===== config.mk =====
export PLATFORM = sky130hd
export DESIGN_NAME = pc_sequencer
export DESIGN_NICKNAME = d
export VERILOG_FILES = /design/src/rtl/pc_sequencer.sv
export SDC_FILE = /design/constraint.sdc
export NUM_CORES = 1
export LEC_CHECK = 0
export ABC_AREA = 1
export CORE_MARGIN = 2
export CORE_UTILIZATION = 41
export DETAILED_ROUTE_END_ITERATION = 8
export PLACE_DENSITY = 0.78
export SKIP_CTS_REPAIR_TIMING = 1
export SYNTH_ARGS = -nofsm -noshare
export SYNTH_HDL_FRONTEND = slang
export SYNTH_SLANG_ARGS = --single-unit

===== constraint.sdc =====
create_clock -name clk -period 2.07 [get_ports clk]
set_input_delay 0.414 -clock clk [delete_from_list [all_inputs] [get_ports clk]]
set_output_delay 0.414 -clock clk [all_outputs]
set_load 0.02 [all_outputs]

===== src/rtl/pc_sequencer.sv =====
// Program-counter stage feeding the fetch stage: +4 stepping, stall, branch/jump
// redirects with a two-cycle squash window, and halt/resume.
//
// state  | meaning
// BOOT   | first cycle after reset; inputs ignored, fetch starts next cycle
// RUN    | normal sequential fetch
// FLUSH  | redirect taken; Squash high until two unstalled cycles have passed
// HALTED | fetch suspended until Resume
module pc_sequencer #(
  parameter int                DEPTHI       = 16,
  parameter logic [DEPTHI-1:0] RESET_VECTOR = '0
) (
  input  logic              clk,
  input  logic              rst,
  input  logic              Stall,
  input  logic              BranchTaken,
  input  logic [15:0]       BranchOffset,
  input  logic              Jump,
  input  logic [25:0]       JumpTarget,
  input  logic              Halt,
  input  logic              Resume,
  output logic [DEPTHI-1:0] Counter,
  output logic [DEPTHI-1:0] CounterPlus4,
  output logic              FetchValid,
  output logic              Squash,
  output logic              Halted
);

  typedef enum logic [1:0] {
    BOOT   = 2'd0,
    RUN    = 2'd1,
    FLUSH  = 2'd2,
    HALTED = 2'd3
  } state_t;

  state_t            state_q, state_d;
  logic [DEPTHI-1:0] counter_q, counter_d;
  logic              fetch_valid_q, fetch_valid_d;
  logic              squash_q, squash_d;
  logic              halted_q, halted_d;
  logic              flush_cnt_q, flush_cnt_d;

  logic [DEPTHI-1:0] counter_plus4;
  logic [DEPTHI-1:0] jump_addr;
  logic [DEPTHI-1:0] branch_addr;

  assign counter_plus4 = counter_q + DEPTHI'(4);
  // Both targets are built wide then truncated so any DEPTHI wraps modulo 2^DEPTHI.
  assign jump_addr     = DEPTHI'({JumpTarget, 2'b00});
  assign branch_addr   = counter_plus4 +
                         DEPTHI'({{DEPTHI{BranchOffset[15]}}, BranchOffset, 2'b00});

  always_ff @(posedge clk) begin
    if (!rst) begin
      state_q       <= BOOT;
      counter_q     <= RESET_VECTOR;
      fetch_valid_q <= 1'b0;
      squash_q      <= 1'b0;
      halted_q      <= 1'b0;
      flush_cnt_q   <= 1'b0;
    end else begin
      state_q       <= state_d;
      counter_q     <= counter_d;
      fetch_valid_q <= fetch_valid_d;
      squash_q      <= squash_d;
      halted_q      <= halted_d;
      flush_cnt_q   <= flush_cnt_d;
    end
  end

  always_comb begin
    state_d       = state_q;
    counter_d     = counter_q;
    fetch_valid_d = fetch_valid_q;
    squash_d      = squash_q;
    halted_d      = halted_q;
    flush_cnt_d   = flush_cnt_q;
    case (state_q)
      BOOT: begin
        state_d       = RUN;
        fetch_valid_d = 1'b1;
      end
      RUN, FLUSH: begin
        if (Halt) begin
          state_d       = HALTED;
          fetch_valid_d = 1'b0;
          squash_d      = 1'b0;
          halted_d      = 1'b1;
          flush_cnt_d   = 1'b0;
        end else if (Jump || BranchTaken) begin
          counter_d     = Jump ? jump_addr : branch_addr;
          state_d       = FLUSH;
          flush_cnt_d   = 1'b1;
          squash_d      = 1'b1;
          fetch_valid_d = 1'b1;
        end else if (!Stall) begin
          counter_d     = counter_plus4;
          fetch_valid_d = 1'b1;
          if (state_q == FLUSH) begin
            if (flush_cnt_q) begin
              flush_cnt_d = 1'b0;
              squash_d    = 1'b1;
            end else begin
              state_d  = RUN;
              squash_d = 1'b0;
            end
          end
        end
      end
      HALTED: begin
        fetch_valid_d = 1'b0;
        squash_d      = 1'b0;
        if (Resume && !Halt) begin
          state_d       = RUN;
          counter_d     = counter_plus4;
          fetch_valid_d = 1'b1;
          halted_d      = 1'b0;
        end
      end
      default: state_d = BOOT;
    endcase
  end

  assign Counter      = counter_q;
  assign CounterPlus4 = counter_plus4;
  assign FetchValid   = fetch_valid_q;
  assign Squash       = squash_q;
  assign Halted       = halted_q;

endmodule

==> qor.yml <==
violations: "negative setup slack"
hold_class: "reg -> reg"
hold_violations: 0
viasPerCell: 5.527
gr-usage-all-layers_pct: 23.49
tritoncts: "done"
coreArea_um2: 5205
synth_top_family_by_area: "simple AND/OR/NAND/NOR gates"
hold_start: "Halted"
rsz0062_at_grt: "true"
grt_max_degree: 24
timing.rr.start: "Counter[2]"
synth_compound_area_share_pct: 18.34
cts_inserted_buffers: 3
period_needed_ns: 2.475
holdWs_ns: 0.4644
postLayoutCellArea_um2: 4210
cap_violations: 0
clkLatencyLatePin_ns: 0.27
ctsHtreeMaxLevel: 1
clock.fmax_ghz: 0.4041
antenna_found_initial: 0
synth_seq_area_share_pct: 17.79
critPathArrivalTime_ns: 2.69
worstSetupStartpointType: "flip-flop"
period_share_pct: 119.5
totalWireLength_um: 9514
yosys.cell_types.count: 37
power_density_nw_per_um2: 1019
rr_worst_depth: 16
postRouteAntennaNets: 0
synth_simple_gate_area_share_pct: 31.63
synth_xor_area_share_pct: 6.226
syn-cell-area_um2: 2251
worstPathRequired_ns: 2.28
synth_edf_count: 0
area_growth_pct: 87.05
synth_fa_ha_area_share_pct: 13.67
clock-sinks: 20
drive_gt1_share_pct: 41.45
fin_worst_skew_ns: 0.008839
placedInstanceArea_um2: 3707
critPathKind: "reg -> reg"
hold_path_depth: 2
outcome: "finished, violations left"
async_reset_ff_share_pct: 0
dr.pass1.iters: 5
overflow: 0
yosysWarnings: 0
grt_pass1_wl_um: 11760
dieHeight_um: 78.10
maxSlewViolCount: 0
ir_drop_mv: 0.7171
fin_ws_ns: -0.4047
synthCells: 368
synthMuxAreaShare_pct: 0
io_pins: 84
wl_per_cell_um: 16.43
start_util_pct: 43.25
leakagePower_nw: 1.996
nets: 583
die_w_um: 78.10
globalplace.congestion: 0.9032
route.detailed.drc: 0
root_buffer: "clkbuf_8"
ys.flop_type: "dfxtp_1"
first_iter_violations: 223
crit_fanout: 4
diodes: 0
clkTransAtPathRegs_ns: 0.09
setup_viol: 16
rrSetupSlack_ns: -0.40
vias: 3200
syn_avg_cell_area_um2: 6.117
die-area_um2: 6099
clockBufferDepth: 2
ys_seq_elements: 20
fp-row-count: 26
grt_pass1_vias: 2634
end_kind: "flip-flop"
r2r-end: "Counter[15]"
dpl_worst_slack_ns: -0.3385
dpl.hpwl_um: 5817
portBuffers: 65
whs_endpoint: "Halted"
==> state kept, by name, summed over array words and instances (netlist names) <==
register / flops
Counter: 14
FetchValid: 1
Halted: 1
Squash: 1
flush_cnt_q: 1
state_q: 2
==> power breakdown <==
| part | switching [mW] | leakage (nW) | internal, mW |
|---|---|---|---|
| registers | 0.139 | 0.171 | 0.516 |
| clock network | 0.155 | 0.0339 | 0.210 |
| logic | 1.74 | 1.79 | 1.53 |
==> worst max path at each step <==
| stage | end | start | cells after the start | slack [ns] |
|---|---|---|---|---|
| global route | Counter[15] | Counter[2] | 16 | -0.49 |
| CTS | CounterPlus4[12] | Counter[2] | 6 | -0.49 |
| detailed placement | Counter[14] | BranchOffset[0] | 13 | -0.34 |
| finish | Counter[15] | Counter[2] | 16 | -0.40 |
| global placement | Counter[12] | Counter[4] | 13 | -0.31 |
| floorplan | Counter[15] | Counter[2] | 16 | -0.15 |
==> kinds of logic after synthesis <==
| logic type | count (synthesis) |
|---|---|
| and+or+nand+nor | 166 |
| other | 1 |
| adders and majority gates | 24 |
| DFF | 20 |
| xor gates and xnor gates | 16 |
| AOI/OAI and AO/OA | 77 |
| buffers and inverters | 64 |
==> per-layer routing <==
layer	GRT usage (%)	wire, um
met1	29.29	3543
met2	42.84	4710
met3	3.908	742
met4	4.211	518
met5	0	0
==> cell type report <==
class | instances | area (um^2)
Fill cell | 347 | 994.7
Inverter | 53 | 201.4
Timing Repair Buffer | 145 | 1256
Multi-Input combinational cell | 287 | 2171
Sequential cell | 20 | 427.9
Tap cell | 70 | 87.58
Clock buffer | 4 | 66.31
==> per-stage QoR <==
| stage | power [mW] | setup TNS (ns) | cells | utilization (%) |
|---|---|---|---|---|
| after global routing | 4.547 | -4.667 | 579 | 80.89 |
| after floorplan | 2.111 | -0.8798 | 371 | - |
| after CTS | 3.700 | -6.467 | 572 | 72.50 |
| after global placement | 3.261 | -2.946 | 568 | 71.23 |
| after detailed placement | 3.320 | -3.503 | 568 | 71.23 |
| final | 4.292 | -3.372 | 579 | 80.89 |
==> cells in the mapped netlist, types with 5 or more instances <==
| library cell | n | share of area (%) |
|---|---|---|
| o21ai_1 | 16 | 3.6 |
| inv_1 | 44 | 7.3 |
| inv_2 | 5 | 0.83 |
| o21ai_0 | 19 | 4.2 |
| nand3_1 | 21 | 4.7 |
| a21oi_1 | 30 | 6.7 |
| ha_1 | 23 | 13 |
| xor2_1 | 12 | 4.7 |
| nand2_1 | 76 | 13 |
| nor2_1 | 53 | 8.8 |
| dfxtp_1 | 20 | 18 |
==> placed cells by master (no fill, tap or decap), drive strengths merged, types with 3 or more instances in the layout <==
master	count
buf	83
nand2	77
nor2	54
clkdlybuf4s50	53
inv	50
o21ai	36
a21oi	31
ha	23
nand3	23
dfxtp	20
xor2	12
clkbuf	10
nand4	4
nor3	4
a31oi	4
conb	4
xnor2	4
clkinv	3
dlymetal6s2s	3
==> worst max-delay path: stages, from the launching register on <==
cell and delay [ns]:
dfxtp_4 0.41, ha_4 0.15, nand2_4 0.05, nor3b_4 0.26
xor2_2 0.25, inv_2 0.10, ha_4 0.31, nand2_4 0.08
nor2_4 0.15, nand2_2 0.09, a21oi_4 0.15, nor2_4 0.06
inv_1 0.05, nand2_1 0.06, nand3_2 0.08, nand2_2 0.06
a21oi_2 0.12
No activity file was read; power rests on OpenSTA's default activity.
